File: src/rtl/hex_scan_ctrl_pkg.sv
`default_nettype none
// +----------------------------------------------------------------------+
// | Module   : hex_scan_ctrl_pkg                                         |
// | Purpose  : Shared types and defaults for the multiplexed 7-segment   |
// |            scan controller and its prescaler.                        |
// | Revision : 1.0  initial release                                      |
// +----------------------------------------------------------------------+
package hex_scan_ctrl_pkg;

  // Controller state: all digits dark, or multiplexing the active result.
  typedef enum logic [0:0] {
    ST_BLANK = 1'b0,
    ST_SCAN  = 1'b1
  } scan_state_t;

  localparam int c_num_digits_default   = 4;
  localparam int c_scan_div_default     = 1000;
  localparam int c_blink_frames_default = 32;

  // Counter width for a modulus, never narrower than one bit.
  function automatic int clog2_min1(input int value);
    return (value > 1) ? $clog2(value) : 1;
  endfunction

endpackage
`default_nettype wire

File: src/rtl/hex_scan_tick.sv
`default_nettype none
// +----------------------------------------------------------------------+
// | Module   : hex_scan_tick                                             |
// | Purpose  : Digit-hold prescaler. Counts 0..SCAN_DIV-1 while enabled  |
// |            and flags the terminal count; restart forces count 0.     |
// | Revision : 1.0  initial release                                      |
// +----------------------------------------------------------------------+
module hex_scan_tick
  import hex_scan_ctrl_pkg::*;
#(
  parameter int SCAN_DIV = c_scan_div_default
) (
  input  logic clk,
  input  logic rst_n,
  input  logic en,
  input  logic restart,
  output logic tick,
  output logic tick_ahead
);

  localparam int            CW     = clog2_min1(SCAN_DIV);
  localparam logic [CW-1:0] c_last = CW'(SCAN_DIV - 1);

  logic [CW-1:0] r_cnt;
  logic [CW-1:0] w_cnt_next;

  // Next count: restart wins, otherwise wrap at the terminal count.
  always_comb begin
    w_cnt_next = r_cnt;
    if (restart) begin
      w_cnt_next = '0;
    end else if (en) begin
      w_cnt_next = (r_cnt == c_last) ? '0 : r_cnt + 1'b1;
    end
  end

  // Prescaler count register.
  always_ff @(posedge clk or negedge rst_n) begin
    if (!rst_n) begin
      r_cnt <= '0;
    end else begin
      r_cnt <= w_cnt_next;
    end
  end

  // tick marks the last cycle of a digit slot; tick_ahead predicts it one
  // edge early so the parent can register slot-aligned outputs.
  assign tick       = en && (r_cnt == c_last);
  assign tick_ahead = (w_cnt_next == c_last);

endmodule
`default_nettype wire

File: src/rtl/hex_scan_ctrl.sv
`default_nettype none
// +----------------------------------------------------------------------+
// | Module   : hex_scan_ctrl                                             |
// | Purpose  : Time-multiplexed 7-segment scan controller with frame-    |
// |            aligned result updates, leading-zero blanking and a       |
// |            blinking error pattern. Drives a shared HEXDRV decoder.   |
// | Revision : 1.0  initial release                                      |
// +----------------------------------------------------------------------+
module hex_scan_ctrl
  import hex_scan_ctrl_pkg::*;
#(
  parameter int NUM_DIGITS   = c_num_digits_default,
  parameter int SCAN_DIV     = c_scan_div_default,
  parameter int BLINK_FRAMES = c_blink_frames_default
) (
  input  logic                    clk,
  input  logic                    rst_n,
  input  logic                    load,
  input  logic [4*NUM_DIGITS-1:0] data_in,
  input  logic                    err_in,
  input  logic                    clear,
  output logic                    ready,
  output logic [NUM_DIGITS-1:0]   digit_sel_n,
  output logic [3:0]              nibble,
  output logic                    error,
  output logic                    off_bit,
  output logic                    frame_done
);

  localparam int            IW           = clog2_min1(NUM_DIGITS);
  localparam int            BW           = clog2_min1(2 * BLINK_FRAMES);
  localparam logic [IW-1:0] c_last_idx   = IW'(NUM_DIGITS - 1);
  localparam logic [BW-1:0] c_blink_half = BW'(BLINK_FRAMES);
  localparam logic [BW-1:0] c_blink_last = BW'(2 * BLINK_FRAMES - 1);

  scan_state_t             r_state;
  logic [IW-1:0]           r_idx;
  logic [BW-1:0]           r_blink;
  logic [4*NUM_DIGITS-1:0] r_act_data;
  logic                    r_act_err;
  logic [4*NUM_DIGITS-1:0] r_pend_data;
  logic                    r_pend_err;
  logic                    r_pend_valid;

  scan_state_t             w_state_next;
  logic [IW-1:0]           w_idx_next;
  logic [BW-1:0]           w_blink_next;
  logic [4*NUM_DIGITS-1:0] w_act_data_next;
  logic                    w_act_err_next;
  logic [4*NUM_DIGITS-1:0] w_pend_data_next;
  logic                    w_pend_err_next;
  logic                    w_pend_valid_next;
  logic                    w_ready_next;

  logic [NUM_DIGITS-1:0]   w_sel_n_next;
  logic [3:0]              w_nibble_next;
  logic                    w_error_next;
  logic                    w_off_next;
  logic                    w_frame_done_next;
  logic [IW-1:0]           w_msd;

  logic w_tick;
  logic w_tick_ahead;
  logic w_scan_en;
  logic w_scan_restart;

  // The prescaler idles at zero while blank, so the first slot after a
  // load and the slot after a clear both start from a fresh count.
  assign w_scan_en      = (r_state == ST_SCAN);
  assign w_scan_restart = (r_state == ST_BLANK) || clear;

  hex_scan_tick #(
    .SCAN_DIV (SCAN_DIV)
  ) u_tick (
    .clk        (clk),
    .rst_n      (rst_n),
    .en         (w_scan_en),
    .restart    (w_scan_restart),
    .tick       (w_tick),
    .tick_ahead (w_tick_ahead)
  );

  // Next-state logic: load/clear handling, digit advance and frame-boundary
  // promotion of the pending result.
  always_comb begin
    w_state_next      = r_state;
    w_idx_next        = r_idx;
    w_blink_next      = r_blink;
    w_act_data_next   = r_act_data;
    w_act_err_next    = r_act_err;
    w_pend_data_next  = r_pend_data;
    w_pend_err_next   = r_pend_err;
    w_pend_valid_next = r_pend_valid;
    w_ready_next      = ready;

    case (r_state)
      ST_BLANK: begin
        if (load) begin
          w_state_next      = ST_SCAN;
          w_act_data_next   = data_in;
          w_act_err_next    = err_in;
          w_idx_next        = '0;
          w_blink_next      = '0;
          w_pend_valid_next = 1'b0;
          w_ready_next      = 1'b1;
        end
      end
      ST_SCAN: begin
        if (clear) begin
          w_state_next      = ST_BLANK;
          w_idx_next        = '0;
          w_blink_next      = '0;
          w_pend_valid_next = 1'b0;
          w_ready_next      = 1'b1;
        end else begin
          if (w_tick) begin
            if (r_idx == c_last_idx) begin
              w_idx_next   = '0;
              w_blink_next = (r_blink == c_blink_last) ? '0 : r_blink + 1'b1;
              if (r_pend_valid) begin
                w_act_data_next   = r_pend_data;
                w_act_err_next    = r_pend_err;
                w_blink_next      = '0;
                w_pend_valid_next = 1'b0;
                w_ready_next      = 1'b1;
              end
            end else begin
              w_idx_next = r_idx + 1'b1;
            end
          end
          // ready is only high with nothing pending, so a capture here can
          // never collide with the promotion above.
          if (load && ready) begin
            w_pend_data_next  = data_in;
            w_pend_err_next   = err_in;
            w_pend_valid_next = 1'b1;
            w_ready_next      = 1'b0;
          end
        end
      end
      default: begin
        w_state_next = ST_BLANK;
      end
    endcase
  end

  // Display values for the slot that starts on the next edge, computed from
  // the next-cycle active registers so outputs switch with digit_sel_n.
  always_comb begin
    w_sel_n_next      = '1;
    w_nibble_next     = 4'h0;
    w_error_next      = 1'b0;
    w_off_next        = 1'b1;
    w_frame_done_next = 1'b0;
    w_msd             = '0;

    for (int i = 0; i < NUM_DIGITS; i++) begin
      if (w_act_data_next[4*i +: 4] != 4'h0) begin
        w_msd = IW'(i);
      end
    end

    if (w_state_next == ST_SCAN) begin
      for (int i = 0; i < NUM_DIGITS; i++) begin
        if (IW'(i) == w_idx_next) begin
          w_sel_n_next[i] = 1'b0;
          w_nibble_next   = w_act_data_next[4*i +: 4];
        end
      end
      if (w_act_err_next) begin
        // Second half of the blink period shows nothing at all.
        w_error_next = (w_blink_next < c_blink_half);
        w_off_next   = (w_blink_next >= c_blink_half);
      end else begin
        w_off_next = (w_idx_next > w_msd);
      end
      w_frame_done_next = w_tick_ahead && (w_idx_next == c_last_idx);
    end
  end

  // FSM state, result registers and registered display outputs.
  always_ff @(posedge clk or negedge rst_n) begin
    if (!rst_n) begin
      r_state      <= ST_BLANK;
      r_idx        <= '0;
      r_blink      <= '0;
      r_act_data   <= '0;
      r_act_err    <= 1'b0;
      r_pend_data  <= '0;
      r_pend_err   <= 1'b0;
      r_pend_valid <= 1'b0;
      ready        <= 1'b1;
      digit_sel_n  <= '1;
      nibble       <= 4'h0;
      error        <= 1'b0;
      off_bit      <= 1'b1;
      frame_done   <= 1'b0;
    end else begin
      r_state      <= w_state_next;
      r_idx        <= w_idx_next;
      r_blink      <= w_blink_next;
      r_act_data   <= w_act_data_next;
      r_act_err    <= w_act_err_next;
      r_pend_data  <= w_pend_data_next;
      r_pend_err   <= w_pend_err_next;
      r_pend_valid <= w_pend_valid_next;
      ready        <= w_ready_next;
      digit_sel_n  <= w_sel_n_next;
      nibble       <= w_nibble_next;
      error        <= w_error_next;
      off_bit      <= w_off_next;
      frame_done   <= w_frame_done_next;
    end
  end

endmodule
`default_nettype wire

File: config.mk
export PLATFORM = sky130hd
export DESIGN_NAME = hex_scan_ctrl
export DESIGN_NICKNAME = d
export VERILOG_FILES = /design/src/rtl/hex_scan_ctrl_pkg.sv /design/src/rtl/hex_scan_tick.sv /design/src/rtl/hex_scan_ctrl.sv
export SDC_FILE = /design/constraint.sdc
export NUM_CORES = 1
export LEC_CHECK = 0
export BUFFER_PORTS_ARGS = -buffer_cell sky130_fd_sc_hd__buf_2
export CAP_MARGIN = 10
export CORE_ASPECT_RATIO = 0.9
export CORE_MARGIN = 5
export CORE_UTILIZATION = 40
export DETAILED_ROUTE_END_ITERATION = 12
export GPL_TIMING_DRIVEN = 0
export HOLD_SLACK_MARGIN = 0.15
export PLACE_DENSITY_LB_ADDON = 0.25
export SLEW_MARGIN = 25
export SYNTH_ARGS = -nofsm -noshare
export SYNTH_HDL_FRONTEND = slang
export SYNTH_SLANG_ARGS = --single-unit
File: constraint.sdc
create_clock -name clk -period 7.25 [get_ports clk]
set_input_delay 1.45 -clock clk [delete_from_list [all_inputs] [get_ports clk]]
set_output_delay 1.45 -clock clk [all_outputs]
set_load 0.02 [all_outputs]
# Word level (Yosys, flattened, before mapping)
# Cells that the tools add are included.
[word_totals]
word_cells = 107
regBits = 66
output_inout_bits = 12
[op_classes]
magnitude_cmp = 3
add_sub_neg = 3
eq_ne = 12
mux = 61
reduce_logical = 11
n_bitwise = 2
[ops]
columns = ["op", "n"]
rows = [
  ["16-bit 2-to-1 mux", 5],
  ["6-bit 2-to-1 mux", 6],
  ["16-bit case mux with 2 select lines", 1],
  ["10-bit 2-to-1 mux", 3],
  ["1-bit 2-to-1 mux", 28],
  ["4-bit 2-to-1 mux", 6],
  ["10-bit == test (second input constant)", 2],
  ["2-bit 2-to-1 mux", 6],
  ["4-bit by 2-bit != test with 1-bit output (second input constant)", 3],
  ["6-bit case mux with 2 select lines", 1],
  ["4-bit nonzero test", 3],
  ["10-bit by 1-bit adder with 10-bit output (second input constant)", 1],
  ["1-bit case mux with 2 select lines", 4],
  ["6-bit by 1-bit adder with 6-bit output (second input constant)", 1],
  ["6-bit == test (second input constant)", 1],
  ["6-bit >= comparator (second input constant)", 1],
  ["6-bit < comparator (second input constant)", 1],
  ["3-bit AND reduction", 2],
  ["2-bit == test (first input constant)", 2],
  ["2-bit == test (second input constant)", 2],
  ["2-bit case mux with 2 select lines", 1],
  ["4-bit AND reduction", 1],
  ["1-bit logical AND", 3],
  ["2-bit by 1-bit adder with 2-bit output (second input constant)", 1],
  ["6 further kinds", 7],
]

# Longest topological paths before layout
# Gate-level depths: netlist of the first run.
[logic_depth]
depth_word = 12
mapped_depth = 14
ltp_nobuf = 12

# Cells and area by module
# A second synthesis of the first run with hierarchy kept.
[hier_totals]
cells_unflattened = 306
area_unflattened_um2 = 3382.0
[by_module_without_submodules]
columns = ["module", "cells_per_inst", "instances", "seq_area_each_um2", "area_each_um2"]
rows = [
  ["hex_scan_ctrl", 241, 1, 1408.9, 2761.4],
  ["hex_scan_tick", 65, 1, 250.2, 620.6],
]

# Worst setup path before layout of the first run
# OpenSTA, ideal clock, no wires.
[synth_path]
path_kind = "input to register"
start = "in clear"
end = "reg off_bit"
arrival_ps = 3586
required_ps = 7168
n_path_buf = 1
setup_slack_ps = 3583
cell_stages = 10
path_cell_list = "nand4b_1 or4_4 buf_6 nor2_2 nor2_1 or4_1 a21bo_1 ha_1 a211oi_1 a211o_1"
[synth_between]
elab_chain_cells = 9
word_cells_on_any_way = 20
classes_between = "order compare (2); mux (15); reduce/logical (3)"
[synth_lines]
columns = ["element", "line", "text"]
rows = [
  ["start, declared", "hex_scan_ctrl.sv:21", "input logic clear,"],
  ["16-bit 2-to-1 mux", "hex_scan_ctrl.sv:109", "if (clear) begin"],
  ["16-bit case mux with 2 select lines", "hex_scan_ctrl.sv:96", "case (r_state)"],
  ["via w_act_data_next[7]", "hex_scan_ctrl.sv:48", "logic [4*NUM_DIGITS-1:0] w_act_data_next;"],
  ["4-bit nonzero test", "hex_scan_ctrl.sv:158", "if (w_act_data_next[4*i +: 4] != 4'h0) begin"],
  ["1-bit 2-to-1 mux", "hex_scan_ctrl.sv:158", ""],
  ["2-bit 2-to-1 mux (2 in a row)", "hex_scan_ctrl.sv:158", ""],
  ["2-bit > comparator", "hex_scan_ctrl.sv:175", "w_off_next = (w_idx_next > w_msd);"],
  ["1-bit 2-to-1 mux", "hex_scan_ctrl.sv:170", "if (w_act_err_next) begin"],
  ["1-bit 2-to-1 mux", "hex_scan_ctrl.sv:163", "if (w_state_next == ST_SCAN) begin"],
  ["via w_off_next", "hex_scan_ctrl.sv:58", "logic w_off_next;"],
  ["end signal, assigned", "hex_scan_ctrl.sv:211", "off_bit <= w_off_next;"],
  ["end, declared", "hex_scan_ctrl.sv:26", "output logic off_bit,"],
]
# The timed path passes the listed nets, and every way through them passes these cells.
# A chain may end at the register's enable or synchronous reset.

# Worst setup path after layout of the first run
[layout_path]
start = "in load"
end = "reg off_bit"
[layout_between]
word_cells_on_any_way = 20
classes_between = "order compare (2); mux (15); reduce/logical (3)"
[layout_lines]
columns = ["element", "line", "text"]
rows = [
  ["start, declared", "hex_scan_ctrl.sv:18", "input logic load,"],
  ["16-bit 2-to-1 mux", "hex_scan_ctrl.sv:98", "if (load) begin"],
  ["16-bit case mux with 2 select lines", "hex_scan_ctrl.sv:96", ""],
  ["via w_act_data_next[10]", "hex_scan_ctrl.sv:48", ""],
  ["4-bit nonzero test", "hex_scan_ctrl.sv:158", ""],
  ["2-bit 2-to-1 mux (2 in a row)", "hex_scan_ctrl.sv:158", ""],
  ["2-bit > comparator", "hex_scan_ctrl.sv:175", ""],
  ["1-bit 2-to-1 mux", "hex_scan_ctrl.sv:170", ""],
  ["1-bit 2-to-1 mux", "hex_scan_ctrl.sv:163", ""],
  ["via w_off_next", "hex_scan_ctrl.sv:58", ""],
]
# The timed path passes the listed nets, and every way through them passes these cells.

==> key figures, run 1 <==
Run status
  – Status: finished clean

Min path
  – Hold WC Path Type: register to register

Clock tree
  – Setup Buffers After CTS: 0
  – Number of H-tree levels: 3
  – Cts hold-fix bufs: 0
  – Clock transition at path regs: roughly 0.07 ns
  – Cts bufs inserted: 9
  – Post_cts resized: 0
  – Worst skew pair latency: roughly 0.34 ns
  – Clock sink count: 66
  – Deepest clock path buffer count: 2
  – Root buf cell: clkbuf_8
  – CTS tree: built

Timing
  – Final slew viol count: 0
  – Tcrit/Tclk final: between 50 and 60%
  – Hold Vio Cnt, Final: 0
  – Max-Slew Margin vs Limit: approximately 36%
  – Setup Viol. Count Final: 0
  – Clk_skew: a little under 0.01 ns
  – Slew @ Worst Pin: 0.9577 ns
  – RSZ-0062 raised after global routing: false
  – Final Critical Period: 4.096 ns
  – Fmax: between 200 and 250 MHz
  – Setup Total Neg Slack: 0 ns

Power
  – Lkg Pwr: 1.676 nW
  – Clock Power Share: between 20% and 30%
  – Power Internal: 0.0006796 W
  – Net Sw Power: roughly 0.00028 W
  – PD cells: 252.2 nW/um^2
  – VDD IR-drop max: between 0.0001 and 0.00015 V
  – Sequential share of power: between 50% and 60%
  – Sw Ratio: around 30%
  – Logic pwr share: a little over a fifth

Final layout
  – Fraction of layout cells with a size suffix above 1: ~22%
  – Fin nets: approximately 400
  – Finished Cell Area: 3817 sq um
  – Area Overhead vs Synth: 14.66%
  – Fill cell count: around 780
  – Finished Layout Cells: between 400 and 500
  – Commonest non-fill, non-tap cell in the layout: dfrtp_1
  – ANT cells: 0
  – Most frequent cells in the layout: 60 x dfrtp_1, 39 x nor2_1, 33 x buf_2

Setup path
  – Critical Path AT: between 4 and 5 ns
  – CP required: about 7.5 ns
  – Buf/Inv on CP: 3
  – Slowest cell on the critical path: clkbuf_1
  – Crit. End Element: register
  – Worst stage delay on the critical path: approximately 0.42 ns
  – Crit-path cells: buf_2, nor2b_1, clkbuf_1, buf_2, mux2i_1, a21oi_1, nor4_1, and2_1, ha_1, a21oi_1, a211oi_1, a211o_1
  – Worst setup SP type: input pin
  – CP max FO: 10
  – Critical path class: input pin to register
  – Delay-heaviest family, CP: buffers and inverters

Routing
  – Avg Vias per Cell: 5.488
  – WL final: 7864 um
  – DRC: 0
  – Antenna violation net count after detailed routing: 0
  – Post-DR wirelength/cell: between 15 and 20 um
  – DR vias: roughly 2600
  – Iter 0 DRT Violations: between 100 and 150
  – Drt pass-1 iters: 4

Placement
  – Placer Congestion: 0.8418
  – Placed cell area: around 3600 sq um
  – Port buffer count: 32
  – Placed insts: 461
  – DP HPWL: about 5800 um

Global routing
  – Initial antenna violation count: 0
  – First-pass GRT wire length: about 13000 um
  – Number of global-route vias before repair: about 2600
  – Largest net degree at the start of global routing: 47
  – Gr ovfl total: 0
  – Total GRT Usage: ~17%

Die
  – Horiz. Die Dim: 106.2 um
  – Core area: between 8000 and 9000 sq um
  – Row count: 31
  – Die area: just over 10000 sq um
  – I/O Pins: 33
  – Initial Utilization: 41.27%
  – Vert. Die Dim: just under 100 um

Synth
  – Post-Syn Instances: roughly 330
  – Synth cell types: roughly 50
  – Post-synth EDFFs: 0
  – Sequential element share of the synthesized area: between 40 and 50%
  – Warnings, synthesis: 0
  – Post-Syn Area: around 3300 sq um
  – Prevailing post-synth register cell: dfrtp_1
  – Syn_nets: 355
  – Syn avg cell area: ~10 sq um
  – Fraction of registers with async set/reset: between 90% and 100%
  – Synth Register Bits: between 60 and 70

Run
  – Max-cap violations: 0
-- metal layers --
| metal | vias to the layer above | part of all wire [%] | track usage, % |
|---|---|---|---|
| li1 | 1270 | - | - |
| met1 | 1269 | 50 | 24.07 |
| met2 | 71 | 44 | 25.05 |
| met3 | 8 | 5.0 | 4.518 |
| met4 | 0 | 0.81 | 4.639 |
| met5 | - | 0 | 0 |
-- synthesized netlist by cell type (2+ instances only) --
cell type | count | area, sq um
nand2b_1 | 9 | 56.30
nor2_2 | 2 | 12.51
a21oi_1 | 15 | 75.07
o21ai_0 | 19 | 95.09
and3_1 | 5 | 31.28
a211o_1 | 2 | 17.52
xnor2_1 | 3 | 26.28
nand4_1 | 3 | 18.77
xor2_1 | 5 | 43.79
nor4_1 | 6 | 37.54
clkbuf_1 | 9 | 33.78
and4_1 | 3 | 26.28
nor2_1 | 39 | 146.4
inv_1 | 6 | 22.52
ha_1 | 5 | 62.56
nor2b_1 | 15 | 93.84
buf_2 | 2 | 10.01
mux2_2 | 17 | 191.4
nor3_1 | 10 | 50.05
nand2_1 | 20 | 75.07
dfstp_2 | 6 | 157.7
and2_1 | 3 | 18.77
nand3_1 | 12 | 60.06
dfrtp_1 | 60 | 1501
mux2i_1 | 10 | 100.1
o31ai_1 | 2 | 15.01
or4_1 | 2 | 15.01
a211oi_1 | 18 | 135.1
-- cell type report --
type                       instances  area [sq um]  share of cell area [%]
sequential                        66          1659                   43.46
multi-input combinational        242          1580                   41.40
timing repair buffer              33         190.2                   4.982
clock buffer                      13         158.9                   4.163
tap                               99         123.9                   3.245
buffer                            14         63.81                   1.672
inverter                           7         26.28                  0.6883
clock inverter                     3         15.01                  0.3933
-- metrics by stage --
stage	util (%)	power, W	worst slack, ns	hold slack, ns
final	47.32	0.0009626	3.154	0.4996
after CTS	47.32	0.0009714	3.192	0.5042
after global placement	44.79	0.0006802	2.846	0.4790
after floorplan	-	0.0006214	3.583	0.4701
after detailed placement	45.16	0.0006916	2.836	0.4891
after global routing	47.32	0.001014	2.877	0.5152
-- path summary, 6_finish.rpt --
| check | start | to | slack, ns | cells after the start |
|---|---|---|---|---|
| max | load | off_bit | 3.15 | 12 |
| min | r_pend_data[3] | r_pend_data[3] | 0.50 | 1 |
| max reg2reg | u_tick.r_cnt[0] | off_bit | 3.89 | 13 |
| min reg2reg | r_pend_data[3] | r_pend_data[3] | 0.50 | 1 |
| max in group asynchronous | rst_n | ready | 5.69 | 2 |
| min in group asynchronous | rst_n | r_pend_data[7] | 0.99 | 1 |
-- logic make-up (layout without fill, tap and decap cells) --
| group | after synthesis | in the layout | share of synthesized area, % |
|---|---|---|---|
| adder cells (fa/ha/maj) | 5 | 5 | 1.879 |
| flip-flops | 66 | 66 | 49.83 |
| XOR/XNOR | 8 | 8 | 2.105 |
| multiplexers | 27 | 27 | 8.756 |
| buffers and inverters | 21 | 70 | 2.705 |
| AO/OA/AOI/OAI | 66 | 66 | 12.85 |
| AND/OR/NAND/NOR | 136 | 136 | 21.87 |
-- worst reg2reg max path, delay by kind of cell, from the launching register on --
family | cells | cell delay (ns)
AOI/OAI and AO/OA | 4 | 0.55
and+or+nand+nor | 5 | 1.30
DFF | 1 | 0.46
buffers and inverters | 2 | 0.39
adders and majority gates | 2 | 0.61
-- power by group through the flow --
stage                     combinational (W)  sequential [W]  clock [W]
after floorplan                    0.000135        0.000487          0
after global placement             0.000197        0.000483          0
final                              0.000204        0.000481   0.000278
after CTS                          0.000205        0.000480   0.000286
after detailed placement           0.000205        0.000487          0
after global routing               0.000227        0.000490   0.000297
-- sequential cells by signal, indices dropped and copies added, names as in the netlist, 2 cells and up --
register and cells:
r_blink 6, r_pend_data 16, r_act_data 16, u_tick.r_cnt 10
nibble 4, digit_sel_n 4, r_idx 2
Note: power is estimated with default switching activity, not from simulation.
==> run 2, diff against run 1 <==
- clock period: 7.25 -> 3.38 ns (I/O delays scaled with it)
==> run 2 against run 1 <==
Net effect: worst setup slack worse by 2.9 ns; sequential power up 110%; via count about the same; die area stayed put; cell count stayed put; combinational power grew 120%; largest cell class unchanged.
==> key figures, run 2 (synthesis results as in run 1) <==
Timing
  – Fmax: between 300 and 400 MHz
  – Slew @ Worst Pin: 0.7033 ns (was 0.9577 ns)
  – Hold Vio Cnt, Final: 0 (unchanged)
  – Setup Total Neg Slack: 0 ns (unchanged)
  – Tcrit/Tclk final: around 94%
  – Setup Viol. Count Final: 0 (unchanged)
  – RSZ-0062 raised after global routing: false (unchanged)
  – Clk_skew: 0.009318 ns (was 0.009842 ns)
  – Final slew viol count: 0 (unchanged)
  – Max-Slew Margin vs Limit: 52.68% (was 35.61%)
  – Final Critical Period: around 3.2 ns

Clock tree
  – Clock sink count: 66 (unchanged)
  – Clock transition at path regs: 0.07 ns (about the same)
  – Worst skew pair latency: 0.34 ns (about the same)
  – Cts bufs inserted: 9 (unchanged)
  – Number of H-tree levels: 3 (unchanged)
  – CTS tree: built (unchanged)
  – Cts hold-fix bufs: 0 (unchanged)
  – Deepest clock path buffer count: 2 (unchanged)
  – Root buf cell: clkbuf_8 (unchanged)

Final layout
  – Area Overhead vs Synth: 15.41% (was 14.66%)
  – Final core utilization: 47.63% (was 47.32%)
  – Most frequent cells in the layout: 59 x dfrtp_1, 39 x nor2_1, 33 x buf_2 (was 60 x dfrtp_1, 39 x nor2_1, 33 x buf_2)
  – Fill cell count: 769 (was 775)
  – Commonest non-fill, non-tap cell in the layout: dfrtp_1 (unchanged)
  – Fraction of layout cells with a size suffix above 1: 24.60% (was 22.49%)
  – Fin nets: 399 (unchanged)
  – FF/Latch Area: 1660 sq um (was 1659 sq um)
  – Multi-input gate area in the final layout: 1602 sq um (was 1580 sq um)
  – Top flop regs: r_act_data: 16 flops, r_pend_data: 16 flops, u_tick.r_cnt: 10 flops (unchanged)
  – ANT cells: 0 (unchanged)

Setup path
  – CP max FO: 10 (unchanged)
  – Reg2Reg Depth: 11 (was 13)
  – Critical Path AT: 3.43 ns (was 4.36 ns)
  – Buf/Inv on CP: 1 (was 3)
  – R2R Setup Slk: 0.22 ns (was 3.89 ns)
  – Reg2reg end: off_bit (unchanged)
  – Critical path class: register to register (was input pin to register)
  – Crit-path cells: ha_2, nand4bb_4, or4_4, buf_6, nor2_2, nor2_1, or4_1, a21bo_1, ha_1, a211oi_1, a211o_1 (was buf_2, nor2b_1, clkbuf_1, buf_2, mux2i_1, a21oi_1, nor4_1, and2_1, ha_1, a21oi_1, a211oi_1, a211o_1)
  – Crit. End Element: register (unchanged)
  – Worst setup SP type: register (was input pin)
  – Worst stage delay on the critical path: 0.56 ns (was 0.42 ns)
  – R2R Path Start: u_tick.r_cnt[0] (unchanged)
  – CP required: 3.65 ns (was 7.52 ns)
  – Slowest cell on the critical path: or4_1 (was clkbuf_1)
  – Delay-heaviest family, CP: simple AND/OR/NAND/NOR gates (was buffers and inverters)

Run
  – Max-cap violations: 0 (unchanged)

Routing
  – DR vias: 2617 (was 2618)
  – Drt pass-1 iters: 4 (unchanged)
  – Post-DR wirelength/cell: 16.47 um (was 16.49 um)
  – WL final: 7856 um (was 7864 um)
  – DRC: 0 (unchanged)
  – Antenna violation net count after detailed routing: 0 (unchanged)
  – Iter 0 DRT Violations: 178 (was 143)
  – Avg Vias per Cell: 5.486 (was 5.488)

Global routing
  – First-pass GRT wire length: 13440 um (unchanged)
  – Number of global-route vias before repair: 2608 (unchanged)
  – Largest net degree at the start of global routing: 47 (unchanged)
  – Total GRT Usage: 16.78% (unchanged)
  – Gr ovfl total: 0 (unchanged)
  – Initial antenna violation count: 0 (unchanged)

Min path
  – Hold WC Path Type: input pin to async pin (was register to register)

Die
  – Row count: 31 (unchanged)
  – Die area: 10250 sq um (unchanged)
  – Initial Utilization: 41.27% (unchanged)
  – Horiz. Die Dim: 106.2 um (unchanged)
  – I/O Pins: 33 (unchanged)
  – Vert. Die Dim: 96.55 um (unchanged)
  – Core area: 8068 sq um (unchanged)

Run status
  – Status: finished clean (unchanged)

Power
  – VDD IR-drop max: 0.0002709 V (was 0.0001266 V)
  – Lkg Pwr: 1.680 nW (was 1.676 nW)
  – PD cells: 538.8 nW/um^2 (was 252.2 nW/um^2)

Placement
  – Placer Congestion: 0.8418 (unchanged)
  – DP HPWL: 5792 um (unchanged)
  – Port buffer count: 32 (unchanged)
## run 2: cell types whose count changed in the layout (fill, tap and decap cells not counted)
cell      change
a21oi_1       -2
o31ai_2       +1
nor4_1        -1
dfrtp_2       +1
a21oi_2       +2
clkbuf_2      +2
ha_1          -1
o31ai_1       -1
nor4_2        +1
ha_2          +1
dfrtp_1       -1
clkbuf_1      -2
## run 2: repair_timing
item / CTS / global route
setup buffers: 0 / 0
setup endpoints to repair: 0 / 4
gates resized for setup: 0 / 10
## run 2: final cells by class
class | count | area share, %
flip-flops and latches | 66 | 43.21
plain buffers | 14 | 1.726
inverters | 7 | 0.6838
well taps | 99 | 3.224
clock buffers | 13 | 4.135
multi-input cells | 242 | 41.68
repair buffers | 33 | 4.950
clock inverters | 3 | 0.3908
## run 2: how the worst max path moves through the flow
stage | from | end | slack, ns | cells after the start
finish | u_tick.r_cnt[0] | off_bit | 0.22 | 11
global route | u_tick.r_cnt[0] | off_bit | 0.007 | 13
CTS | u_tick.r_cnt[0] | off_bit | 0.02 | 13
detailed placement | load | off_bit | -0.26 | 12
global placement | load | off_bit | -0.25 | 12
floorplan | u_tick.r_cnt[0] | off_bit | 0.41 | 11
## run 2: stage by stage
step	instances	hold WS, ns	setup slack (ns)	total power (W)	instance area (sq um)
floorplan	329	0.3804	0.4137	0.001333	3329
global placement	460	0.4790	-0.2501	0.001459	3613
detailed placement	461	0.4891	-0.2599	0.001483	3643
CTS	477	0.2159	0.01703	0.002084	3817
global route	477	0.2327	0.006709	0.002183	3842
finish	477	0.2127	0.2184	0.002070	3842
## run 2: where the power goes
group,leakage [nW],switching (W),internal [W]
Clock,0.0932,0.000291,0.000303
Combinational,0.766,0.000238,0.000205
Sequential,0.821,0.0000795,0.000953
Total,1.68,0.000609,0.00146
## run 2: layer usage
metal	vias to the layer above	track usage [%]	routed length [um]
met5	-	0	0
met4	0	4.639	69
met3	8	4.518	468
met2	70	25.05	3464
met1	1268	24.07	3854
li1	1271	-	-
==> run 3, diff against run 2 <==
- BUFFER_PORTS_ARGS: -buffer_cell sky130_fd_sc_hd__buf_2 -> not set
- DONT_BUFFER_PORTS: not set -> 1
==> run 3 against run 2 <==
Net effect: clock power up 2%; wire length up 1.4%; die area unchanged; largest cell class unchanged; largest power group unchanged; highest routed layer unchanged.
==> key figures, run 3 (synthesis results as in run 1) <==
Die
  – Initial Utilization: 41.27% (unchanged)
  – Vert. Die Dim: 96.55 um (unchanged)
  – I/O Pins: 33 (unchanged)
  – Row count: 31 (unchanged)
  – Die area: 10250 sq um (unchanged)
  – Horiz. Die Dim: 106.2 um (unchanged)
  – Core area: 8068 sq um (unchanged)

Global routing
  – Gr ovfl total: 0 (unchanged)
  – Initial antenna violation count: 0 (unchanged)
  – First-pass GRT wire length: 13350 um (was 13440 um)
  – Total GRT Usage: 16.96% (was 16.78%)
  – Largest net degree at the start of global routing: 61 (was 47)
  – Number of global-route vias before repair: 2476 (was 2608)

Setup path
  – Critical Path AT: 3.42 ns (was 3.43 ns)
  – Crit-path cells: ha_4, nand4bb_4, or4_4, buf_6, clkbuf_1, nor2_1, a21oi_1, mux2i_1, and2_1, ha_1, a21oi_1, a211oi_1, a211o_1 (was ha_2, nand4bb_4, or4_4, buf_6, nor2_2, nor2_1, or4_1, a21bo_1, ha_1, a211oi_1, a211o_1)
  – Most Frequent Cell on Critical Path: a21oi_1
  – Crit. End Element: register (unchanged)
  – Buf/Inv on CP: 2 (was 1)
  – Slowest cell on the critical path: or4_4 (was or4_1)
  – CP required: 3.63 ns (was 3.65 ns)
  – Worst setup SP type: register (unchanged)
  – Critical path class: register to register (unchanged)
  – Worst stage delay on the critical path: 0.51 ns (was 0.56 ns)
  – Delay-heaviest family, CP: simple AND/OR/NAND/NOR gates (unchanged)
  – CP max FO: 10 (unchanged)

Final layout
  – Fraction of layout cells with a size suffix above 1: 17.29% (was 24.60%)
  – Most frequent cells in the layout: 59 x dfrtp_1, 39 x nor2_1, 20 x nand2_1 (was 59 x dfrtp_1, 39 x nor2_1, 33 x buf_2)
  – Top flop regs: r_act_data: 16 flops, r_pend_data: 16 flops, u_tick.r_cnt: 10 flops (unchanged)
  – Commonest non-fill, non-tap cell in the layout: dfrtp_1 (unchanged)
  – Fin nets: 368 (was 399)
  – Final core utilization: 46.01% (was 47.63%)
  – Area Overhead vs Synth: 11.50% (was 15.41%)
  – Finished Cell Area: 3712 sq um (was 3842 sq um)
  – Fill cell count: 791 (was 769)
  – ANT cells: 0 (unchanged)

Min path
  – Hold WC Path Type: input pin to async pin (unchanged)

Run
  – Max-cap violations: 0 (unchanged)

Power
  – PD cells: 551.6 nW/um^2 (was 538.8 nW/um^2)
  – Lkg Pwr: 1.555 nW (was 1.680 nW)
  – VDD IR-drop max: 0.0003287 V (was 0.0002709 V)

Routing
  – Post-DR wirelength/cell: 17.86 um (was 16.47 um)
  – DRC: 0 (unchanged)
  – Antenna violation net count after detailed routing: 0 (unchanged)
  – WL final: 7965 um (was 7856 um)
  – Iter 0 DRT Violations: 131 (was 178)
  – DR vias: 2538 (was 2617)
  – Avg Vias per Cell: 5.691 (was 5.486)
  – Drt pass-1 iters: 4 (unchanged)

Timing
  – Max-Slew Margin vs Limit: 53.48% (was 52.68%)
  – Setup Viol. Count Final: 0 (unchanged)
  – Fmax: 314.8 MHz (was 316.3 MHz)
  – Final Critical Period: 3.177 ns (was 3.162 ns)
  – Tcrit/Tclk final: 93.99% (was 93.54%)
  – Hold Vio Cnt, Final: 0 (unchanged)
  – Slew @ Worst Pin: 0.6977 ns (was 0.7033 ns)
  – Final slew viol count: 0 (unchanged)
  – RSZ-0062 raised after global routing: false (unchanged)
  – Setup Total Neg Slack: 0 ns (unchanged)
  – Clk_skew: 0.007832 ns (was 0.009318 ns)
  – Hold slack: 0.1864 ns (was 0.2127 ns)

Clock tree
  – Root buf cell: clkbuf_8 (unchanged)
  – Cts bufs inserted: 9 (unchanged)
  – CTS tree: built (unchanged)
  – Worst skew pair latency: 0.33 ns (was 0.34 ns)
  – Clock sink count: 66 (unchanged)
  – Clock transition at path regs: 0.07 ns (about the same)
  – Number of H-tree levels: 3 (unchanged)
  – Deepest clock path buffer count: 2 (unchanged)
  – Setup Buffers After CTS: 0 (unchanged)

Placement
  – Placer Congestion: 0.7982 (was 0.8418)
  – Placed cell area: 3453 sq um (was 3643 sq um)
  – DP HPWL: 5582 um (was 5792 um)
  – Port buffer count: 0 (was 32)

Run status
  – Status: finished clean (unchanged)
-- run 3: what timing repair did --
item                                   CTS  global route
hold buffers                             1             1
resized for setup                        0             7
setup endpoints to repair                0             1
endpoints found under the hold margin   60             1
-- run 3: final cells by class --
cell class | instances | area [sq um] | share of cell area [%]
sequential | 66 | 1660 | 44.73
multi-input combinational | 242 | 1618 | 43.58
clock buffer | 14 | 172.7 | 4.651
tap | 99 | 123.9 | 3.337
buffer | 14 | 63.81 | 1.719
timing repair buffer | 2 | 37.54 | 1.011
inverter | 7 | 26.28 | 0.7078
clock inverter | 2 | 10.01 | 0.2696
-- run 3: per-stage QoR --
stage,power (W),worst slack [ns],cells
2_1_floorplan,0.001333,0.4137,329
3_3_place_gp,0.001413,-0.009000,428
3_5_place_dp,0.001426,-0.01486,428
4_1_cts,0.002064,0.01254,445
5_1_grt,0.002178,0.006915,446
6_report,0.002048,0.2030,446
-- run 3: worst paths after layout --
check	cells past startpoint	to	slack, ns	from
worst min-delay path	0	digit_sel_n[0]	0.19	rst_n
worst max register to register	13	off_bit	0.20	u_tick.r_cnt[1]
worst max-delay path	13	off_bit	0.20	u_tick.r_cnt[1]
worst min register to register	1	r_pend_data[2]	0.50	r_pend_data[2]
min in group clk	1	r_pend_data[1]	0.49	data_in[1]
max in group asynchronous	1	ready	2.55	rst_n
-- run 3: power breakdown --
group          total (W)  switching (W)  leakage, nW  internal (W)
registers        0.00106       0.000104        0.821      0.000954
clock network   0.000607       0.000282       0.0965      0.000325
logic           0.000384       0.000198        0.638      0.000186
-- run 3: metal layers --
layer	global-route usage [%]	vias to the layer above	wire [um]
met3	4.917	6	432
li1	-	1210	-
met1	24.71	1256	4041
met2	24.47	66	3431
met5	0	-	0
met4	4.854	0	60
